File: src/rtl/song_sequencer.sv
// Autonomous 16-entry melody player: holds each ROM note for beats*TICKS_PER_BEAT cycles, then GAP_TICKS of silence.
// All outputs registered; first note appears one edge after start is sampled. No backpressure: stop aborts immediately.
module song_sequencer #(
    parameter int unsigned TICKS_PER_BEAT = 25_000_000,
    parameter int unsigned GAP_TICKS      = 1_000_000,
    parameter int unsigned CNT_W          = 32
) (
    input  logic        clk,
    input  logic        rst,
    input  logic        start,
    input  logic        stop,
    input  logic        loop_en,
    output logic [11:0] freq,
    output logic        note_on,
    output logic        busy,
    output logic [3:0]  step,
    output logic        done
);

    typedef enum logic [1:0] {
        IDLE = 2'd0,
        PLAY = 2'd1,
        GAP  = 2'd2
    } state_t;

    typedef struct packed {
        logic [11:0] hz;
        logic [2:0]  beats;
    } rom_entry_t;

    localparam bit             HAS_GAP  = (GAP_TICKS > 0);
    localparam logic [CNT_W-1:0] GAP_LOAD = HAS_GAP ? CNT_W'(GAP_TICKS - 1) : '0;

    function automatic rom_entry_t rom_lookup(input logic [3:0] idx);
        rom_entry_t e;
        case (idx)
            4'd0:    e = '{hz: 12'd261, beats: 3'd1};
            4'd1:    e = '{hz: 12'd293, beats: 3'd1};
            4'd2:    e = '{hz: 12'd330, beats: 3'd1};
            4'd3:    e = '{hz: 12'd349, beats: 3'd1};
            4'd4:    e = '{hz: 12'd392, beats: 3'd1};
            4'd5:    e = '{hz: 12'd440, beats: 3'd1};
            4'd6:    e = '{hz: 12'd494, beats: 3'd1};
            4'd7:    e = '{hz: 12'd0,   beats: 3'd1};
            4'd8:    e = '{hz: 12'd494, beats: 3'd1};
            4'd9:    e = '{hz: 12'd440, beats: 3'd1};
            4'd10:   e = '{hz: 12'd392, beats: 3'd1};
            4'd11:   e = '{hz: 12'd349, beats: 3'd1};
            4'd12:   e = '{hz: 12'd330, beats: 3'd1};
            4'd13:   e = '{hz: 12'd293, beats: 3'd1};
            4'd14:   e = '{hz: 12'd261, beats: 3'd2};
            default: e = '{hz: 12'd0,   beats: 3'd2};
        endcase
        return e;
    endfunction

    // Counter is loaded with duration-1 so it reads 0 on the note's final cycle.
    function automatic logic [CNT_W-1:0] note_len(input logic [2:0] beats);
        logic [CNT_W-1:0] b;
        b = (beats == 3'd0) ? CNT_W'(1) : CNT_W'(beats);
        return b * CNT_W'(TICKS_PER_BEAT) - CNT_W'(1);
    endfunction

    state_t           state_q, state_d;
    logic [CNT_W-1:0] cnt_q, cnt_d;
    logic [3:0]       step_q, step_d;
    logic [11:0]      freq_q, freq_d;
    logic             note_on_q, note_on_d;
    logic             busy_q, busy_d;
    logic             done_q, done_d;

    logic             advance;
    logic             load;
    logic [3:0]       load_idx;
    rom_entry_t       load_ent;

    always_comb begin
        state_d  = state_q;
        cnt_d    = cnt_q;
        step_d   = step_q;
        freq_d   = freq_q;
        done_d   = 1'b0;
        advance  = 1'b0;
        load     = 1'b0;
        load_idx = 4'd0;

        case (state_q)
            IDLE: begin
                if (start) begin
                    load     = 1'b1;
                    load_idx = 4'd0;
                end
            end
            PLAY: begin
                if (cnt_q != '0) begin
                    cnt_d = cnt_q - CNT_W'(1);
                end else if (HAS_GAP) begin
                    state_d = GAP;
                    cnt_d   = GAP_LOAD;
                    freq_d  = 12'd0;
                end else begin
                    advance = 1'b1;
                end
            end
            GAP: begin
                if (cnt_q != '0) begin
                    cnt_d = cnt_q - CNT_W'(1);
                end else begin
                    advance = 1'b1;
                end
            end
            default: state_d = IDLE;
        endcase

        // loop_en only matters at the wrap point after entry 15.
        if (advance) begin
            if (step_q != 4'd15) begin
                load     = 1'b1;
                load_idx = step_q + 4'd1;
            end else if (loop_en) begin
                load     = 1'b1;
                load_idx = 4'd0;
            end else begin
                state_d = IDLE;
                step_d  = 4'd0;
                freq_d  = 12'd0;
                cnt_d   = '0;
                done_d  = 1'b1;
            end
        end

        load_ent = rom_lookup(load_idx);
        if (load) begin
            state_d = PLAY;
            step_d  = load_idx;
            freq_d  = load_ent.hz;
            cnt_d   = note_len(load_ent.beats);
        end

        if (stop) begin
            state_d = IDLE;
            step_d  = 4'd0;
            freq_d  = 12'd0;
            cnt_d   = '0;
            done_d  = 1'b0;
        end

        busy_d    = (state_d != IDLE);
        note_on_d = (state_d == PLAY) && (freq_d != 12'd0);
    end

    always_ff @(posedge clk) begin
        if (rst) begin
            state_q   <= IDLE;
            cnt_q     <= '0;
            step_q    <= 4'd0;
            freq_q    <= 12'd0;
            note_on_q <= 1'b0;
            busy_q    <= 1'b0;
            done_q    <= 1'b0;
        end else begin
            state_q   <= state_d;
            cnt_q     <= cnt_d;
            step_q    <= step_d;
            freq_q    <= freq_d;
            note_on_q <= note_on_d;
            busy_q    <= busy_d;
            done_q    <= done_d;
        end
    end

    assign freq    = freq_q;
    assign note_on = note_on_q;
    assign busy    = busy_q;
    assign step    = step_q;
    assign done    = done_q;

endmodule

File: config.mk
export PLATFORM = sky130hd
export DESIGN_NAME = song_sequencer
export DESIGN_NICKNAME = d
export VERILOG_FILES = /design/src/rtl/song_sequencer.sv
export SDC_FILE = /design/constraint.sdc
export NUM_CORES = 1
export LEC_CHECK = 0
export CORE_UTILIZATION = 40
export CTS_CLUSTER_DIAMETER = 30
export DETAILED_ROUTE_END_ITERATION = 10
export SLEW_MARGIN = 15
export SYNTH_ARGS = -nofsm -noshare
export SYNTH_HDL_FRONTEND = slang
export SYNTH_SLANG_ARGS = --single-unit
File: constraint.sdc
create_clock -name clk -period 4.6 [get_ports clk]
set_clock_uncertainty 0.15 [all_clocks]
set_input_delay 0.69 -clock clk [delete_from_list [all_inputs] [get_ports clk]]
set_output_delay 0.69 -clock clk [all_outputs]
set_load 0.1 [all_outputs]
# Word-level counts from Yosys, hierarchy flattened
# Memory sizes are Yosys's and may differ from the RTL's.
# Cells that the tools add are included.
# W data, S select, Z words.
[totals] regBits=53 latch_bits=0 mem_count=1 elab_cells=66 out_inout_bits=19 ramBits=0 mem_bits_ro=176
[op_classes] div=0 magnitude_cmp=0 multipliers=1 reduce_logical=11 muxes=36 shift=0 bitwise_logic=1 add_sub_neg=3 n_eq_ne=6
[mem_list] name="(no name shown)" words=16 word_bits=11 rd=1 rd_ports_with_merged_regs=0 wr=0 line="36" rtl="case (idx)"
[op_table] cell="$mux W32" count=6
[op_table] cell="$mux W12" count=7
[op_table] cell="$pmux W32 S2" count=1
[op_table] cell="$reduce_bool A32 Y1" count=1
[op_table] cell="$sub A32 B1 Y32 const B" count=1
[op_table] cell="$sub A28 B1 Y29 const B" count=1
[op_table] cell="$mux W4" count=6
[op_table] cell="$mul A3 B19 Y22 const B" count=1
[op_table] cell="$mux W2" count=6
[op_table] cell="$reduce_bool A12 Y1" count=1
[op_table] cell="$mux W1" count=8
[op_table] cell="$add A4 B1 Y4 const B" count=1
[op_table] cell="$eq A2 B1 Y1 const B" count=2
[op_table] cell="$ne A4 B4 Y1 const B" count=1
[op_table] cell="$pmux W2 S2" count=1
[op_table] cell="$reduce_bool A2 Y1" count=2
[op_table] cell="$reduce_or A2 Y1" count=2
[op_table] cell="$reduce_or A4 Y1" count=1
[op_table] cell="$logic_not A3 Y1" count=1
[op_table] cell="$mux W3" count=1
[op_table] cell="$reduce_and A3 Y1" count=1
[op_table] cell="$eq A2 B2 Y1 const B" count=1
[op_table] cell="$logic_not A2 Y1" count=1
[op_table] cell="$ne A2 B1 Y1 const B" count=1
[op_table] cell="3 further kinds" count=3

# Longest topological paths before layout
[depth] word_depth=10 mapped_depth=15

# Worst setup path after synthesis
# No wires, ideal clock.
[synth_path] path_kind="register -> register" from="register step_q[0] (netlist: step[0])" to="register note_on_q (netlist: note_on)" arrival_ns=3.433 stages_incl_launch_ff=15 path_slack_ns=0.879 path_cell_list="dfxtp_1 > ha_1 > clkbuf_1 > clkbuf_1 > a31oi_1 > nand2_1 > inv_1 > ha_1 > and3b_1 > o21bai_1 > a21oi_1 > o211ai_1 > a211oi_1 > a2111oi_2 > a41oi_1"
[synth_via] elab_chain_cells=8 elab_cells_between_ends=18 cone_classes="1 x add/sub; 2 x eq/ne; 12 x mux; 2 x reduce/logical; 1 x memory"
[synth_rtl] element="from (decl)" line="66" rtl="logic [3:0] step_q, step_d;"
[synth_rtl] element="from (signal assigned)" line="164" rtl="step_q <= step_d;"
[synth_rtl] element="$add A4 B1 Y4 / $ne A4 B4 Y1 (equally long branches)" line="119, 117"
[synth_rtl] element="$mux W4" line="117" rtl="if (step_q != 4'd15) begin"
[synth_rtl] element="$mux W4" line="116" rtl="if (advance) begin"
[synth_rtl] element="$mem_v2 Z16 W11"
[synth_rtl] element="$mux W12" line="133" rtl="if (load) begin"
[synth_rtl] element="$mux W12" line="140" rtl="if (stop) begin"
[synth_rtl] element="$reduce_bool A12 Y1" line="149" rtl="note_on_d = (state_d == PLAY) && (freq_d != 12'd0);"
[synth_rtl] element="$logic_and A1 B1 Y1 (*)" line="149"
[synth_rtl] element="to (signal assigned)" line="166" rtl="note_on_q <= note_on_d;"
[synth_rtl] element="to (decl)" line="68" rtl="logic note_on_q, note_on_d;"
# Mark *: on every way between the ends. The rest lies on a longest branch, timed or not.
# A chain may end at the register's enable or synchronous reset.

# Final worst setup path
[layout_path] from="register cnt_q[0]" to="register note_on_q (netlist: note_on)"
[layout_via] elab_chain_cells=10 elab_cells_between_ends=23 cone_classes="1 x eq/ne; 18 x mux; 3 x reduce/logical; 1 x memory"
[layout_rtl] element="from (decl)" line="65" rtl="logic [CNT_W-1:0] cnt_q, cnt_d;"
[layout_rtl] element="from (signal assigned)" line="163" rtl="cnt_q <= cnt_d;"
[layout_rtl] element="$reduce_bool A32 Y1 (*)" line="95, 106"
[layout_rtl] element="branches (longest 8 deep; another with $mem_v2 Z16 W11)"
[layout_rtl] element="$logic_and A1 B1 Y1 (*)" line="149"
# Mark *: on every way between the ends.

==> results_dict.tcl <==
set metrics [dict create \
    grt_pass1_wl_um 18200 \
    fmax_ghz 0.257 \
    crit_type "reg -> reg" \
    synth_warnings 0 \
    grt_max_degree 22 \
    antenna_found_initial 0 \
    cts_sinks 53 \
    remaining_drc_errors 0 \
    endpoint_kind "flop" \
    cts_hold_buf 0 \
    ant_nets 0 \
    tightestPinTransition_ns 0.972 \
    dp_hpwl_um 7940 \
    final_nets 512 \
    dp_cells 594 \
    syn_to_final_growth_pct 11.9 \
    wl_per_cell_um 18.1 \
    core_mm2 0.00876 \
    max_stage_delay_ns 0.44 \
    wl_um 10900 \
    cp-start-kind "flop" \
    vias 3759 \
    cts_tree "built" \
    yosysSeqAreaShare 0.293 \
    cp_cell_sequence "inv_1 > ha_1 > nor4b_2 > nand3_2 > nor3_1 > and2_1 > inv_1 > ha_1 > o21ai_0 > a21oi_1 > a221oi_1 > o311a_1 > o21ai_0 > a2111oi_2 > a41oi_1" \
    start_util 0.414 \
    cts_setup_buffers 0 \
    die_x_um 97.2 \
    finalSetupViolCount 0 \
    hold_viol 0 \
    ys_seq_elements 53 \
    hp-class "reg -> reg" \
    p_per_area_mw_per_mm2 268 \
    syn_area_mm2 0.00363 \
    fin_crit_ns 3.89 \
    synth_top_area_share 0.293 \
    dr.first_iter.drc_count 249 \
    vias_per_cell 6.25 \
    cts_resized 0 \
    synth_area_leader_cell "dfxtp_1" \
    max_slew_margin 0.350 \
    critPathSlowestCell "nor3_1" \
    synthMostInstantiatedCell "a21oi_1" \
    diodes 0 \
    clk_latency_ns 0.31 \
    gp_congestion 0.873 \
    synth_nets 497 \
    dieArea_mm2 0.00945 \
    syn_inst 478 \
    critical_path_arrival_ns 3.92 \
    grt_pass1_vias 3584 \
    p_leak_nw 1.44 \
    critPathMaxFanout 7 \
    cts_buffer_depth 2 \
    synth_flop_cell "dfxtp_1" \
    num_io_pins 24 \
    grt_remaining_overflow 0 \
    peakVddDrop_mv 0.136 \
    synth-async-reset-ratio 0 \
    drive_above_1_share 0.0892 \
    fin_setup_tns_ns 0 \
    path_clk_slew_ns 0.10 \
    synth_edf_count 0 \
    drv_cap 0 \
    synthTopCellsByArea "dfxtp_1, a21oi_1, o21ai_0" \
    synth_cell_type_count 69 \
    synthTopCellsByCount "a21oi_1, dfxtp_1, nor2_1" \
    drtPass1Iterations 5 \
    final_cells 601 \
    die_h_um 97.2 \
    io_buffers 23 \
    numCtsBuffers 5 \
    htree_levels 2 \
    track_usage 0.235 \
    syn_area_per_cell_um2 7.59 \
    drv_slew 0 \
    rsz0062_at_grt "no" \
    status "finished clean" \
    min_period_over_period 0.846 \
    clockRootBuffer "clkbuf_8" \
    rows 34 \
    cp_data_required_time_ns 4.63 \
]
[worst max-delay path, delay by kind of cell (launching register included)]
| kind | cells | cell delay (ns) |
|---|---|---|
| simple gates | 4 | 1.33 |
| fa+ha+maj | 2 | 0.41 |
| buf+inv | 2 | 0.22 |
| flops | 1 | 0.37 |
| compound gates | 7 | 1.28 |
[cells in the final DEF (no fill, tap or decap), types with 3 or more instances in the layout]
cell type,n
or3_1,4
a31o_2,3
and4b_1,3
nand4_1,9
nor4_2,3
nor4_1,7
clkbuf_8,5
a311oi_1,5
and3_1,7
o21ai_0,48
o211ai_1,7
o31ai_1,3
clkdlybuf4s50_1,23
nor3_1,23
dfxtp_1,53
a21oi_1,54
or2_2,3
and2_1,3
o21a_1,4
nand3_1,8
inv_1,15
nand3b_1,3
nand2b_1,3
nor2b_1,8
nand2_1,42
nor4_4,4
a31oi_1,5
nor3b_1,6
a211oi_1,4
nor2_1,52
buf_4,12
a22oi_1,3
ha_1,14
[state kept, by name, indices dropped and copies added (netlist names)]
signal / flops
busy: 1
done: 1
state_q: 2
step: 4
freq: 12
cnt_q: 32
note_on: 1
[layout make-up]
cell class / instances / area [um2]
Fill cell: 924 / 4700
Multi-Input combinational cell: 383 / 2380
Sequential cell: 53 / 1060
Timing Repair Buffer: 35 / 320
Tap cell: 108 / 135
Clock buffer: 5 / 68.8
Inverter: 15 / 56.3
Clock inverter: 2 / 35.0
[stage by stage]
step,area (um2),worst slack (ns),total power [W],hold WS (ns),util
after global routing,4060,0.227,0.00114,0.362,0.463
after global placement,3960,0.895,0.000777,0.326,0.451
after CTS,4060,0.735,0.00109,0.352,0.463
after floorplan,3630,0.879,0.000704,0.305,-
after detailed placement,3960,0.757,0.000779,0.334,0.451
final,4060,0.709,0.00109,0.352,0.463
[where the power goes]
group / internal, W / total (W) / leakage (nW) / switching [W]
Combinational: 0.0000904 / 0.000285 / 0.955 / 0.000194
Clock: 0.000159 / 0.000314 / 0.0540 / 0.000155
Sequential: 0.000472 / 0.000488 / 0.431 / 0.0000160
[path summary, 6_finish.rpt]
kind,startpoint,endpoint,slack [ns],cells past startpoint
worst max register to register,cnt_q[0],note_on,0.71,15
worst max-delay path,cnt_q[0],note_on,0.71,15
worst min register to register,freq[11],freq[11],0.35,1
worst min-delay path,freq[11],freq[11],0.35,1
[cell families after synthesis]
| group | count (synthesis) | synth area share |
|---|---|---|
| muxes | 3 | 0.00863 |
| buffers and inverters | 42 | 0.0504 |
| DFF | 53 | 0.293 |
| AOI/OAI and AO/OA | 159 | 0.272 |
| and+or+nand+nor | 203 | 0.318 |
| xor gates and xnor gates | 4 | 0.00966 |
| adders and majority gates | 14 | 0.0483 |
[per-layer routing]
| metal | part of all wire | global-route usage | up-vias | wire length, um |
|---|---|---|---|---|
| li1 | - | - | 1793 | - |
| met1 | 0.46 | 0.321 | 1804 | 5010 |
| met2 | 0.46 | 0.388 | 137 | 5020 |
| met3 | 0.053 | 0.0288 | 25 | 571 |
| met4 | 0.025 | 0.0724 | 0 | 276 |
| met5 | 0 | 0 | - | 0 |
(Power assumes the default switching activity.)
